<file path="src/rtl/fft_pkg.sv">
// Shared types and helpers for the FFT output reorder path: default sizes,
// complex sample type and a width-parameterised bit-reversal.
package fft_pkg;

  localparam int FFT_N_LOG2  = 4;
  localparam int FFT_W       = 17;
  localparam int BITREV_MAXW = 16;

  typedef struct packed {
    logic signed [FFT_W-1:0] re;
    logic signed [FFT_W-1:0] im;
  } cplx_t;

  typedef enum logic {
    RD_IDLE = 1'b0,
    RD_READ = 1'b1
  } rd_state_t;

  // Reverses the low nbits of v; bits above nbits come back as zero.
  function automatic logic [BITREV_MAXW-1:0] bitrev(
    input logic [BITREV_MAXW-1:0] v,
    input int                     nbits
  );
    logic [BITREV_MAXW-1:0] r;
    r = '0;
    for (int k = 0; k < BITREV_MAXW; k++) begin
      if (k < nbits) r[k] = v[nbits-1-k];
    end
    return r;
  endfunction

endpackage

</file>
<file path="src/rtl/reorder_dpram.sv">
// Simple dual-port RAM, one write port and one registered read port.
// Read latency 1 cycle; no backpressure, contents are never reset.
module reorder_dpram #(
  parameter int AW = 5,
  parameter int DW = 34
) (
  input  logic          i_clk,
  input  logic          i_we,
  input  logic [AW-1:0] i_waddr,
  input  logic [DW-1:0] i_wdat,
  input  logic          i_re,
  input  logic [AW-1:0] i_raddr,
  output logic [DW-1:0] o_rdat
);

  logic [DW-1:0] r_mem [2**AW];
  logic [DW-1:0] r_rdat;

  always_ff @(posedge i_clk) begin
    if (i_we) r_mem[i_waddr] <= i_wdat;
    if (i_re) r_rdat <= r_mem[i_raddr];
  end

  assign o_rdat = r_rdat;

endmodule

</file>
<file path="src/rtl/fft_bitrev_reorder.sv">
// Ping-pong reorder of bit-reversed FFT output into natural order; latency 2 cycles
// after the last input of a frame, no backpressure. Optional sop/eop via FFT_REORDER_SOP_EN.
module fft_bitrev_reorder
  import fft_pkg::*;
#(
  parameter int N_LOG2 = FFT_N_LOG2,
  parameter int W      = FFT_W
) (
  input  logic                clk,
  input  logic                rst,
  input  logic                valid_in,
  input  logic signed [W-1:0] in_re,
  input  logic signed [W-1:0] in_im,
  output logic                valid_out,
  output logic signed [W-1:0] out_re,
  output logic signed [W-1:0] out_im
`ifdef FFT_REORDER_SOP_EN
  ,
  output logic                sop_out,
  output logic                eop_out
`endif
);

  localparam int                AW   = N_LOG2 + 1;
  localparam logic [N_LOG2-1:0] LAST = '1;

  logic [N_LOG2-1:0] r_wr_idx;
  logic              r_wr_bank;
  logic [N_LOG2-1:0] r_rd_idx;
  logic              r_rd_bank;
  rd_state_t         r_state;
  rd_state_t         w_state_nxt;
  logic              w_handoff;
  logic              w_rd_en;
  logic              w_rd_last;
  logic [N_LOG2-1:0] w_wr_addr_lo;
  logic [AW-1:0]     w_wr_addr;
  logic [AW-1:0]     w_rd_addr;
  logic [2*W-1:0]    w_rd_dat;
  logic              r_ram_vld;

  assign w_handoff    = valid_in && (r_wr_idx == LAST);
  assign w_wr_addr_lo = N_LOG2'(bitrev(BITREV_MAXW'(r_wr_idx), N_LOG2));
  assign w_wr_addr    = {r_wr_bank, w_wr_addr_lo};
  assign w_rd_last    = (r_state == RD_READ) && (r_rd_idx == LAST);

  always_ff @(posedge clk or negedge rst) begin
    if (!rst) begin
      r_wr_idx  <= '0;
      r_wr_bank <= 1'b0;
    end else if (valid_in) begin
      r_wr_idx <= r_wr_idx + 1'b1;
      if (r_wr_idx == LAST) r_wr_bank <= ~r_wr_bank;
    end
  end

  always_ff @(posedge clk or negedge rst) begin
    if (!rst) r_state <= RD_IDLE;
    else      r_state <= w_state_nxt;
  end

  // A handoff landing on the last read keeps the reader streaming into the new bank.
  always_comb begin
    w_state_nxt = r_state;
    case (r_state)
      RD_IDLE: if (w_handoff) w_state_nxt = RD_READ;
      RD_READ: if (w_rd_last && !w_handoff) w_state_nxt = RD_IDLE;
    endcase
  end

  always_comb begin
    w_rd_en   = (r_state == RD_READ);
    w_rd_addr = {r_rd_bank, r_rd_idx};
  end

  always_ff @(posedge clk or negedge rst) begin
    if (!rst) begin
      r_rd_idx  <= '0;
      r_rd_bank <= 1'b0;
    end else if (w_handoff) begin
      r_rd_idx  <= '0;
      r_rd_bank <= r_wr_bank;
    end else if (w_rd_en) begin
      r_rd_idx <= r_rd_idx + 1'b1;
    end
  end

  reorder_dpram #(
    .AW(AW),
    .DW(2*W)
  ) u_ram (
    .i_clk  (clk),
    .i_we   (valid_in),
    .i_waddr(w_wr_addr),
    .i_wdat ({in_re, in_im}),
    .i_re   (w_rd_en),
    .i_raddr(w_rd_addr),
    .o_rdat (w_rd_dat)
  );

  always_ff @(posedge clk or negedge rst) begin
    if (!rst) r_ram_vld <= 1'b0;
    else      r_ram_vld <= w_rd_en;
  end

  always_ff @(posedge clk or negedge rst) begin
    if (!rst) begin
      valid_out <= 1'b0;
      out_re    <= '0;
      out_im    <= '0;
    end else begin
      valid_out <= r_ram_vld;
      if (r_ram_vld) {out_re, out_im} <= w_rd_dat;
    end
  end

`ifdef FFT_REORDER_SOP_EN
  logic r_ram_sop;
  logic r_ram_eop;

  always_ff @(posedge clk or negedge rst) begin
    if (!rst) begin
      r_ram_sop <= 1'b0;
      r_ram_eop <= 1'b0;
      sop_out   <= 1'b0;
      eop_out   <= 1'b0;
    end else begin
      r_ram_sop <= w_rd_en && (r_rd_idx == '0);
      r_ram_eop <= w_rd_last;
      sop_out   <= r_ram_sop;
      eop_out   <= r_ram_eop;
    end
  end
`endif

endmodule

</file>
<file path="config.mk">
export PLATFORM = sky130hd
export DESIGN_NAME = fft_bitrev_reorder
export DESIGN_NICKNAME = d
export VERILOG_FILES = /design/src/rtl/fft_pkg.sv /design/src/rtl/reorder_dpram.sv /design/src/rtl/fft_bitrev_reorder.sv
export SDC_FILE = /design/constraint.sdc
export NUM_CORES = 1
export LEC_CHECK = 0
export CORE_MARGIN = 2
export CORE_UTILIZATION = 40
export DETAILED_ROUTE_END_ITERATION = 10
export DONT_BUFFER_PORTS = 1
export SKIP_CTS_REPAIR_TIMING = 1
export SLEW_MARGIN = 20
export SYNTH_ARGS = -nofsm -noshare
export SYNTH_HDL_FRONTEND = slang
export SYNTH_SLANG_ARGS = --single-unit
</file>
<file path="constraint.sdc">
create_clock -name clk -period 6.55 [get_ports clk]
set_clock_uncertainty 0.05 [all_clocks]
set_input_delay 0.9825 -clock clk [delete_from_list [all_inputs] [get_ports clk]]
set_output_delay 0.9825 -clock clk [all_outputs]
set_load 0.02 [all_outputs]
</file>
==> metrics, run 1 <==
syn nets 2017; final worst slack 3.069 ns; CORE AREA 109000 um^2; Yosys reg bits 1169; total global-route track usage 19.52%; Finished Cell Area 50050 um^2; Reg area 34880 um^2; # setup viols final 0; P&R area growth vs syn 13.70%; pwr/cell area 434.6 nW/um^2; Pre-Repair DR Iteration Count 5; post-DR wirelength/cell 30.90 um; Residual DRC 0; register area share after synthesis 79.21%; relative slew slack 27.26%; Routed Antenna Nets 0; multi-input logic area 8742 um^2; IO Pins 72; root buffer cell clkbuf_16; Peak VDD IR 0.2806 mV; final non-filler cell total 3547; Vias/cell 5.940; Power, Total 21760 uW; Worst EP required 6.99 ns; CTS tree yes; Slowest cell on crit path dfrtp_4; dpl ws 3.050 ns; Critical Path Max Stage Delay 1.09 ns; Final Hold Fails 0; clock buffer depth 3; placed cells 3335; post-synthesis cell type count 36; clk_lat worst skew 0.69 ns; port bufs 0; largest net degree at the start of global routing 63; H-tree depth 3; first-pass GRT wire length 157400 um; RSZ-0062 raised after global routing no; FP Rows 121; Clock Sinks 1169; Synth Area per Inst 22.26 um^2; CP Cell Sequence nand3b_1 -> buf_4 -> o221ai_1 -> a21oi_1 -> a22oi_1; RD Place Congestion 0.7642; maxcap violations 0; Worst Setup Path Type reg -> reg; number of cells on the worst reg-to-reg path 5; Slew Limit Fails 0; CP Capture Type flop; crit path time final 3.481 ns; status finished clean; crit path DAT 3.92 ns; Synth warnings 0; TritonCTS Buffers 111; final wirelength 109600 um; Crit Path Max Fanout 52; Worst-Margin Slew 1.091 ns; FMAX 287.3 MHz; dpl hpwl 60190 um; DIE HEIGHT 335.7 um; layout net count 2075; CP bufs+invs 1; Initial Utilization 40.39%; Min-Delay Path Class in -> async; placed inst area 46260 um^2; post-route clock period utilization 53.14%; Syn Inst Count 1978; setup TNS 0 ns; Filler cells 8857; delay-heaviest family, CP flip-flops; Die W 335.7 um; vias 21070; Clock transition at path regs 0.06 ns; grt ovf 0; initial antenna violation count 2; crit start category flop; vias in the first global route 21400; P_leak 0.01574 uW; Synth Cell Area 44020 um^2; Levels on crit path 5; die area 112700 um^2; commonest non-fill, non-tap cells in the layout edfxtp_1 (1122), mux4_2 (203), mux2i_1 (138), clkbuf_16 (117), a22oi_1 (101); layout cell share with drive strength beyond 1 23.87%; Iteration-0 DRC Markers 2770; commonest non-fill, non-tap cell in the layout edfxtp_1
==> worst paths after layout <==
path / startpoint / end / slack (ns)
worst max-delay path: r_rd_idx[2]$_DFFE_PN0P_ / u_ram.o_rdat[10]$_DFFE_PP_ / 3.07
worst min-delay path: rst / out_re[10]$_DFFE_PN0P_ / 0.09
worst max register to register: r_rd_idx[2]$_DFFE_PN0P_ / u_ram.o_rdat[10]$_DFFE_PP_ / 3.07
worst min register to register: u_ram.o_rdat[33]$_DFFE_PP_ / out_re[16]$_DFFE_PN0P_ / 0.44
max in group asynchronous: rst / r_ram_vld$_DFF_PN0_ / 5.92
min in group clk: valid_in / r_wr_idx[0]$_DFFE_PN0P_ / 0.33
==> synthesized netlist by cell type, drive strengths merged <==
cell | count | share of area, %
nand4 | 2 | 0.028
nor2b | 1 | 0.014
a31oi | 1 | 0.014
ha | 2 | 0.057
o221ai | 34 | 0.68
nor3b | 1 | 0.017
xnor2 | 3 | 0.060
and3 | 2 | 0.028
dfrtp | 47 | 2.7
a211oi | 33 | 0.56
mux2i | 138 | 3.1
a21o | 1 | 0.017
edfxtp | 1122 | 77
clkbuf | 49 | 0.42
and2b | 1 | 0.017
nor4 | 1 | 0.014
mux4 | 203 | 10
mux2 | 37 | 0.95
buf | 68 | 1.1
inv | 1 | 0.0085
nor2 | 40 | 0.34
a21oi | 34 | 0.39
a22oi | 101 | 1.7
o22ai | 33 | 0.47
nand2 | 4 | 0.034
o211ai | 1 | 0.017
nand3 | 4 | 0.045
or3 | 1 | 0.014
nand3b | 7 | 0.12
xor2 | 4 | 0.080
or3b | 2 | 0.040
==> worst reg2reg max path, stage by stage (launching register included) <==
cell      delay [ns]
dfrtp_4         1.09
nand3b_1        0.91
buf_4           0.58
o221ai_1        0.28
a21oi_1         0.12
a22oi_1         0.27
==> routing by layer <==
metal | up-vias | track usage (%) | wire length, um | part of all wire, %
met1 | 11450 | 28.24 | 46640 | 43
met5 | - | 0 | 0 | 0
met3 | 127 | 4.066 | 9571 | 8.7
li1 | 8519 | - | - | -
met4 | 0 | 4.732 | 1826 | 1.7
met2 | 971 | 30.45 | 51570 | 47
==> state kept, by name (all words and copies together) (netlist names) <==
register and flops:
out_im 17, out_re 17, r_ram_vld 1, r_rd_bank 1
r_rd_idx 4, r_state 1, r_wr_bank 1, r_wr_idx 4
u_ram.o_rdat 34, u_ram.r_mem 1088, valid_out 1
==> kinds of logic after synthesis <==
family,count (synthesis),synth area share [%]
AO/OA/AOI/OAI,238,3.865
adder cells (fa/ha/maj),2,0.05683
flip-flops,1169,79.21
AND/OR/NAND/NOR,66,0.7134
XOR/XNOR,7,0.1393
multiplexers,378,14.47
buffers and inverters,118,1.549
==> cell type report <==
class	instances	area share, %
flip-flops and latches	1169	69.69
clock buffers	131	5.994
inverters	1	0.007499
repair buffers	62	1.835
diodes	1	0.004999
clock inverters	78	1.467
multi-input cells	691	17.47
well taps	1414	3.535
==> per-stage QoR <==
stage               hold slack (ns)  util (%)
global route                 0.1016     45.92
finish                      0.09221     45.92
global placement             0.4200     41.97
CTS                         -0.1067     45.87
detailed placement           0.4228     42.44
floorplan                    0.3019         -
==> report_power, final <==
part           total (uW)  internal, uW  switching, uW
registers            9790          9090            698
clock network        6520          3810           2710
logic                5450          2270           3170
total               21800         15200           6590
Power figures use the tool's default switching activity.
==> run 2: changes to the inputs <==
==> constraint.sdc (replaced) <==
create_clock -name clk -period 3.5 [get_ports clk]
set_clock_uncertainty 0.05 [all_clocks]
set_input_delay 0.525 -clock clk [delete_from_list [all_inputs] [get_ports clk]]
set_output_delay 0.525 -clock clk [all_outputs]
set_load 0.02 [all_outputs]
==> run 2 against run 1 <==
Compared with the run above: sequential power grew 87%; clock power up 79%; sequential share of layout area shrank 0.68 points; routed wire length decreased by 0.33%; non-clock buffer count rose by 69; cell count grew 1.9%; core utilization is 0.45 points higher.
==> metrics, run 2 (same netlist as run 1, synthesis figures left out) <==
status finished clean; relative slew slack 26.84% (-0.41 points); commonest non-fill, non-tap cells in the layout edfxtp_1 (1122), mux4_2 (203), mux2i_1 (138), clkbuf_16 (113), a22oi_1 (101); Min-Delay Path Class in -> reg; clock buffer depth 3 (unchanged); TritonCTS Buffers 112 (+0.90%); Worst EP required 3.86 ns (-3.13 ns); crit path DAT 3.11 ns (-0.81 ns); setup TNS 0 ns (unchanged); layout cell share with drive strength beyond 1 24.80% (+0.92 points); Iteration-0 DRC Markers 2407 (-13%); P_leak 0.01600 uW (+1.6%); vias 20980 (-0.42%); delay-heaviest family, CP flip-flops; CTS tree yes; Largest register FFs 1088 (unchanged); first-pass GRT wire length 155500 um (-1.2%); n_diodes 0 (-1); maxcap violations 0 (unchanged); initial antenna violation count 2 (unchanged); Worst-Margin Slew 1.094 ns (+0.002564 ns); crit start category flop; Pre-Repair DR Iteration Count 5 (unchanged); Power, Total 40200 uW (+85%); CP Cell Sequence buf_4 -> mux4_2 -> a22oi_1 -> a22oi_1; Slew Limit Fails 0 (unchanged); placed cells 3369 (+1.0%); Peak VDD IR 0.5496 mV (+96%); RSZ-0062 raised after global routing no; Worst Setup Path Type reg -> reg; die area 112700 um^2 (unchanged); CP most frequent cell a22oi_1; vias in the first global route 21450 (+0.24%); RD Place Congestion 0.7572 (-0.92%); Die W 335.7 um (unchanged); Slowest cell on crit path dfrtp_4; final wirelength 109300 um (-0.33%); Routed Antenna Nets 0 (unchanged); CORE AREA 109000 um^2 (unchanged); P&R area growth vs syn 14.82%; Residual DRC 0 (unchanged); final non-filler cell total 3616 (+1.9%); CP bufs+invs 1 (unchanged); Filler cells 8940 (+0.94%); Initial Utilization 40.39% (unchanged); layout net count 2145 (+3.4%); most flop-heavy register u_ram.r_mem; Final Hold Fails 0 (unchanged); H-tree depth 3 (unchanged); pwr/cell area 795.2 nW/um^2 (+83%); largest net degree at the start of global routing 62 (-1.6%); total global-route track usage 19.35% (-0.17 points); post-route clock period utilization 78.43% (+25 points); DIE HEIGHT 335.7 um (unchanged); clk_lat worst skew 0.70 ns (about the same); crit path time final 2.745 ns (-0.7360 ns); grt ovf 0 (unchanged); FP Rows 121 (unchanged); Critical Path Max Stage Delay 0.82 ns (-0.27 ns); dpl hpwl 58270 um (-3.2%); FMAX 364.3 MHz (+27%); Vias/cell 5.803 (-2.3%); post-DR wirelength/cell 30.21 um (-2.2%); Clock transition at path regs 0.06 ns (about the same); CP Capture Type flop; root buffer cell clkbuf_16; commonest non-fill, non-tap cell in the layout edfxtp_1; # setup viols final 0 (unchanged); Crit Path Max Fanout 30 (-42%); IO Pins 72 (unchanged); port bufs 0 (unchanged); Clock Sinks 1169 (unchanged)
[run 2: changes by cell type in the layout (fill, tap and decap cells not counted), sizes merged]
cell / delta
clkinv: -14
dlygate4sd3: +24
bufinv: -7
buf: +45
diode: -1
inv: +5
clkbuf: +17
[run 2: routing by layer]
metal / vias to the layer above / routed length (um) / GRT usage [%]
li1: 8668 / - / -
met1: 11320 / 45640 / 26.69
met2: 819 / 53510 / 31.73
met3: 176 / 7403 / 3.362
met4: 0 / 2697 / 5.572
met5: - / 0 / 0
[run 2: final timing paths]
path                                            start                           end  slack, ns  cells past startpoint
setup / recovery              r_rd_idx[1]$_DFFE_PN0P_    u_ram.o_rdat[29]$_DFFE_PP_       0.76                      4
hold / removal                               in_re[7]  u_ram.r_mem[0][24]$_DFFE_PP_       0.06                      1
setup reg to reg              r_rd_idx[1]$_DFFE_PN0P_    u_ram.o_rdat[29]$_DFFE_PP_       0.76                      4
hold reg to reg            u_ram.o_rdat[15]$_DFFE_PP_        out_im[15]$_DFFE_PN0P_       0.43                      1
max in group asynchronous                         rst       r_rd_idx[1]$_DFFE_PN0P_       2.70                      2
min in group asynchronous                         rst         out_re[7]$_DFFE_PN0P_       0.35                      2
[run 2: cell type report]
| cell class | instances | area [um^2] | share of cell area, % |
|---|---|---|---|
| Tap cell | 1414 | 1769 | 3.500 |
| Inverter | 1 | 3.754 | 0.007426 |
| Timing Repair Buffer | 131 | 1602 | 3.168 |
| Clock inverter | 62 | 539.3 | 1.067 |
| Multi-Input combinational cell | 691 | 8742 | 17.29 |
| Sequential cell | 1169 | 34880 | 69.01 |
| Clock buffer | 148 | 3009 | 5.953 |
[run 2: worst reg2reg max path, cell delays in order, from the launching register on]
cell	delay, ns
dfrtp_4	0.82
buf_4	0.65
mux4_2	0.43
a22oi_1	0.38
a22oi_1	0.13
[run 2: metrics by stage]
step           utilization (%)  instance area [um^2]  hold slack, ns  setup WS, ns
2_1_floorplan                -                 44020          0.1794        0.3624
3_5_place_dp             42.65                 46490          0.1841        0.7581
4_1_cts                  45.91                 50040         -0.5722        0.7408
5_1_grt                  46.37                 50550         0.05134        0.6103
6_report                 46.37                 50550         0.05874        0.7550
3_3_place_gp             42.65                 46490          0.1850        0.7871
[run 2: power by group]
group | switching, uW | internal, uW | total [uW]
Combinational | 5620 | 4510 | 10100
Clock | 5150 | 6580 | 11700
Sequential | 1340 | 17000 | 18300
==> run 3: changes to the inputs <==
==> constraint.sdc (replaced) <==
create_clock -name clk -period 2.5 [get_ports clk]
set_clock_uncertainty 0.05 [all_clocks]
set_input_delay 0.375 -clock clk [delete_from_list [all_inputs] [get_ports clk]]
set_output_delay 0.375 -clock clk [all_outputs]
set_load 0.02 [all_outputs]
==> run 3 against run 2 <==
Compared with the run above: die area unchanged; register-to-register slack got worse by 0.66 ns; via count increased by 1.3%; routed wire length decreased by 0.24%; sequential cell count unchanged.
==> metrics, run 3 (same netlist as run 1, synthesis figures left out) <==
status finished clean; final wirelength 109000 um (-0.24%); vias in the first global route 21670 (+1.0%); Worst Setup Path Type reg -> reg; commonest non-fill, non-tap cells in the layout edfxtp_1 (1122), mux4_2 (203), mux2i_1 (138), clkbuf_16 (117), a22oi_1 (101); Worst EP required 2.85 ns (-1.01 ns); clk_lat worst skew 0.69 ns (about the same); IO Pins 72 (unchanged); CORE AREA 109000 um^2 (unchanged); worst r2r src r_rd_idx[0]$_DFFE_PN0P_; Power, Total 57580 uW (+43%); placed inst area 47110 um^2 (+1.3%); initial antenna violation count 3 (+1); Routed Antenna Nets 0 (unchanged); crit start category flop; # setup viols final 0 (unchanged); clock buffer depth 3 (unchanged); Residual DRC 0 (unchanged); Final Hold Fails 0 (unchanged); Iteration-0 DRC Markers 2264 (-5.9%); Filler cells 8886 (-0.60%); die area 112700 um^2 (unchanged); RSZ-0062 raised after global routing no; Pre-Repair DR Iteration Count 5 (unchanged); Min-Delay Path Class in -> async; crit path time final 2.405 ns (-0.3404 ns); Finished Cell Area 51410 um^2 (+1.7%); commonest non-fill, non-tap cell in the layout edfxtp_1; dpl hpwl 59850 um (+2.7%); port bufs 0 (unchanged); first-pass GRT wire length 155300 um (about the same); final worst slack 0.09536 ns (-0.6596 ns); TritonCTS Buffers 115 (+2.7%); layout cell share with drive strength beyond 1 26.14% (+1.3 points); Clock Sinks 1169 (unchanged); Peak VDD IR 0.7330 mV (+33%); Die W 335.7 um (unchanged); Vias/cell 5.788 (-0.25%); maxcap violations 0 (unchanged); Slew Limit Fails 0 (unchanged); CP Capture Type flop; vias 21260 (+1.3%); Worst-Margin Slew 1.081 ns (-0.01239 ns); Critical Path Source r_rd_idx[0]$_DFFE_PN0P_; FP Rows 121 (unchanged); largest net degree at the start of global routing 53 (-15%); FMAX 415.9 MHz (+14%); H-tree depth 3 (unchanged); Final Util 47.16% (+0.79 points); pwr/cell area 1120 nW/um^2 (+41%); total global-route track usage 19.37% (+0.021 points); P&R area growth vs syn 16.78%; Largest register FFs 1088 (unchanged); RD Place Congestion 0.7434 (-1.8%); Clock transition at path regs 0.06 ns (about the same); crit path DAT 2.76 ns (-0.35 ns); layout net count 2201 (+2.6%); most flop-heavy register u_ram.r_mem; root buffer cell clkbuf_16; CTS tree yes; P_leak 0.01639 uW (+2.5%); Initial Utilization 40.39% (unchanged); post-route clock period utilization 96.19% (+18 points); post-DR wirelength/cell 29.67 um (-1.8%); dpl ws 0.02980 ns (-0.7283 ns); DIE HEIGHT 335.7 um (unchanged); relative slew slack 27.67% (+0.83 points); grt ovf 0 (unchanged); Crit Path Max Fanout 28 (-6.7%)
-- run 3: routing by layer --
layer	vias up	track usage (%)	wire (um)	share of wire, %
met2	760	31.81	53480	49
met1	11540	26.48	45730	42
li1	8773	-	-	-
met4	0	5.734	3022	2.8
met3	183	3.524	6758	6.2
met5	-	0	0	0
-- run 3: through the flow --
stage                      TNS (ns)  hold slack, ns  std cells
after detailed placement          0         0.03278       3411
after global placement            0         0.03270       3411
final                             0          0.1956       3673
after floorplan             -333.11         0.02941       1978
after global routing              0          0.2188       3672
after CTS                 -0.004343         -0.7309       3623
-- run 3: final cells by class --
cell class / instances / area [um^2] / area share (%)
Clock inverter: 62 / 580.6 / 1.129
Timing Repair Buffer: 184 / 2317 / 4.507
Inverter: 1 / 3.754 / 0.007302
Sequential cell: 1169 / 34880 / 67.86
Multi-Input combinational cell: 691 / 8747 / 17.02
Antenna cell: 2 / 5.005 / 0.009735
Clock buffer: 150 / 3102 / 6.034
Tap cell: 1414 / 1769 / 3.441
-- run 3: worst max-delay path: stages, from the launching register on --
cell and delay, ns:
dfrtp_4 0.64, buf_12 0.29, buf_12 0.22, mux4_2 0.50, a22oi_1 0.24, a22oi_1 0.13
-- run 3: final timing paths --
check / endpoint / slack [ns] / depth (start not counted)
max reg2reg: u_ram.o_rdat[25]$_DFFE_PP_ / 0.1 / 5
min in group clk: r_rd_idx[2]$_DFFE_PN0P_ / 0.29 / 4
max in group asynchronous: out_im[13]$_DFFE_PN0P_ / 1.82 / 2
min reg2reg: out_re[4]$_DFFE_PN0P_ / 0.43 / 1
min: out_re[4]$_DFFE_PN0P_ / 0.20 / 2
max: u_ram.o_rdat[25]$_DFFE_PP_ / 0.1 / 5
-- run 3: power breakdown --
part | total (uW) | switching (uW) | internal, uW
clock | 16900 | 7190 | 9730
combinational | 15400 | 8430 | 6930
sequential | 25300 | 1500 | 23800
==> patch, RTL diff (settings of run 2) <==
Add an input register stage for `valid_in`, `in_re` and `in_im`, with the module's reset; this delays them by one clock.
--- a/src/rtl/fft_bitrev_reorder.sv
+++ b/src/rtl/fft_bitrev_reorder.sv
@@ -24,6 +24,22 @@
   localparam int                AW   = N_LOG2 + 1;
   localparam logic [N_LOG2-1:0] LAST = '1;
 
+  logic valid_q;
+  logic signed [W-1:0] in_re_q;
+  logic signed [W-1:0] in_im_q;
+
+  always_ff @(posedge clk or negedge rst) begin
+    if (!rst) begin
+      valid_q <= '0;
+      in_re_q <= '0;
+      in_im_q <= '0;
+    end else begin
+      valid_q <= valid_in;
+      in_re_q <= in_re;
+      in_im_q <= in_im;
+    end
+  end
+
   logic [N_LOG2-1:0] r_wr_idx;
   logic              r_wr_bank;
   logic [N_LOG2-1:0] r_rd_idx;
@@ -39,7 +55,7 @@
   logic [2*W-1:0]    w_rd_dat;
   logic              r_ram_vld;
 
-  assign w_handoff    = valid_in && (r_wr_idx == LAST);
+  assign w_handoff    = valid_q && (r_wr_idx == LAST);
   assign w_wr_addr_lo = N_LOG2'(bitrev(BITREV_MAXW'(r_wr_idx), N_LOG2));
   assign w_wr_addr    = {r_wr_bank, w_wr_addr_lo};
   assign w_rd_last    = (r_state == RD_READ) && (r_rd_idx == LAST);
@@ -48,7 +64,7 @@
     if (!rst) begin
       r_wr_idx  <= '0;
       r_wr_bank <= 1'b0;
-    end else if (valid_in) begin
+    end else if (valid_q) begin
       r_wr_idx <= r_wr_idx + 1'b1;
       if (r_wr_idx == LAST) r_wr_bank <= ~r_wr_bank;
     end
@@ -90,9 +106,9 @@
     .DW(2*W)
   ) u_ram (
     .i_clk  (clk),
-    .i_we   (valid_in),
+    .i_we   (valid_q),
     .i_waddr(w_wr_addr),
-    .i_wdat ({in_re, in_im}),
+    .i_wdat ({in_re_q, in_im_q}),
     .i_re   (w_rd_en),
     .i_raddr(w_rd_addr),
     .o_rdat (w_rd_dat)
Check against the original RTL: same outputs for any inputs over 4 cycles, from zero or initial values and one cycle with rst low; that may be too few to reach the edited logic, so the function may still have changed.
==> patch against run 2 <==
Fmax up 2.2%; largest power group unchanged; die area grew 2.0%; cell area grew 2.5%; first-iteration DRC count is 15% lower; wire length up 1.4%; via count rose by 2.4%; sequential cell count is 35 higher; total power rose by 3.4%; utilization up 0.31 points; synthesized area up 2.0%; setup slack gained 0.059 ns; clock power increased by 9%; critical endpoint is now u_ram.o_rdat[25]$_DFFE_PP_.
==> patch: results (changes against run 2) <==
* Mean number of vias per cell at 5.74 (-1.0%)
* Post-Route WL at 111000 um (+1.4%)
* P_int at 29.4 mW (+4.6%)
* Clock Tree Buf Depth at 3 (unchanged)
* Num CTS Buffers at 121 (+8.0%)
* Worst skew pair latency at 0.70 ns (about the same)
* Ys Warns at 0 (unchanged)
* Worst Hold Class: in2reg
* Initial antenna violation count at 2 (unchanged)
* N_diodes at 0 (unchanged)
* Sequential area share after synthesis at 79.6% (+0.41 points)
* Post-synthesis cell type count at 36 (unchanged)
* Relative slew slack at 30.1% (+3.3 points)
* Pin count of the biggest net entering global routing at 83 (+34%)
* Post-synth EDFFs at 1122 (unchanged)
* Port bufs at 0 (unchanged)
* Clock transition at the registers of the reported paths at 0.07 ns
* Max FO, Critical Path at 43 (+43%)
* H-tree Lvls at 3 (unchanged)
* Worst Path Arrival at 3.04 ns (-0.07 ns)
* DRT iter0 DRCs at 2055 (-15%)
* Gpl congestion at 0.788 (+4.0%)
* Post-synth top cells: edfxtp_1 (1122), mux4_2 (203), mux2i_1 (138)
* Synth area leader: edfxtp_1
* CTS Root Cell: clkbuf_16
* DP HPWL at 59300 um (+1.9%)
* Leakage power at 16.5 nW (+3.4%)
* Worst VDD drop at 523 uV (-4.9%)
* Fraction of layout cells with a size suffix above 1 at 24.5% (-0.32 points)
* Nets at 2191 (+2.1%)
* Top cells by area, synth: edfxtp_1 (75%), mux4_2 (10%), dfrtp_1 (4.6%)
* Cells after Synth at 2013 (+1.8%)
* DP Cell Count at 3480 (+3.3%)
* Most flop-heavy register: u_ram.r_mem
* All-Layer GR Usage at 19.2% (-0.14 points)
* Fill count at 9129 (+2.1%)
* Asr flop ratio synth at 6.81% (+2.8 points)
* Pre-antenna DRT Iters at 5 (unchanged)
* Syn Nets at 2052 (+1.7%)
* First-pass GRT wire length at 159000 um (+2.4%)
* Largest register FFs at 1088 (unchanged)
* Status: completed
* Finished Layout Cells at 3743 (+3.5%)
* Vias in the first global route at 22134 (+3.2%)
-- patch: final timing paths --
check	end	startpoint	slack (ns)	depth (start not counted)
worst max-delay path	u_ram.o_rdat[25]$_DFFE_PP_	r_rd_idx[1]$_DFFE_PN0P_	0.81	5
min in group asynchronous	in_im_q[10]$_DFF_PN0_	rst	0.36	2
worst min register to register	out_im[15]$_DFFE_PN0P_	u_ram.o_rdat[15]$_DFFE_PP_	0.43	1
max in group asynchronous	in_re_q[7]$_DFF_PN0_	rst	2.59	2
worst max register to register	u_ram.o_rdat[25]$_DFFE_PP_	r_rd_idx[1]$_DFFE_PN0P_	0.81	5
worst min-delay path	in_im_q[7]$_DFF_PN0_	in_im[7]	0.33	1
-- patch: final cells by class --
cell class	instances	share of cell area, %
Clock buffer	168	6.52
Clock inverter	58	1.12
Tap cell	1488	3.59
Timing Repair Buffer	133	2.86
Inverter	1	0.00725
Multi-Input combinational cell	691	16.9
Sequential cell	1204	69.0
-- patch: cells by family (layout without fill, tap and decap cells) --
family / after synthesis / count (layout) / synth area share [%]
AOI/OAI and AO/OA: 238 / 238 / 3.79
muxes: 378 / 378 / 14.2
DFF: 1204 / 1204 / 79.6
and+or+nand+nor: 66 / 66 / 0.699
xor gates and xnor gates: 7 / 7 / 0.137
buffers and inverters: 118 / 360 / 1.52
adders and majority gates: 2 / 2 / 0.0557
-- patch: metrics by stage --
stage,power [mW],hold WS (ns),instance area [um^2],worst slack (ns)
after floorplan,25.6,0.179,44900,0.489
after global placement,28.9,0.189,47500,0.771
after detailed placement,29.1,0.188,47500,0.772
after CTS,41.9,-0.571,51400,0.761
after global routing,43.2,0.310,51800,0.664
final,41.6,0.333,51800,0.814
-- patch: power groups by stage --
| stage | combinational [mW] | clock, mW | sequential (mW) |
|---|---|---|---|
| global placement | 9.72 | 0 | 19.2 |
| finish | 9.79 | 12.8 | 19.0 |
| global route | 10.4 | 13.6 | 19.1 |
| CTS | 9.86 | 13.1 | 19.0 |
| detailed placement | 9.83 | 0 | 19.3 |
| floorplan | 7.18 | 0 | 18.4 |
-- patch: critical path, cell delays in order (launching register included) --
cell and delay (ns):
dfrtp_4 0.73, nand3_4 0.14, buf_4 0.66, o22ai_1 0.19, a211oi_1 0.42, a22oi_1 0.16
-- patch: layer usage --
metal	vias up	global-route usage, %	share of wire, %
met1	11717	26.9	42
met4	2	4.86	2.2
met5	-	0	0.0090
met3	162	3.19	6.2
met2	797	31.4	49
li1	8813	-	-
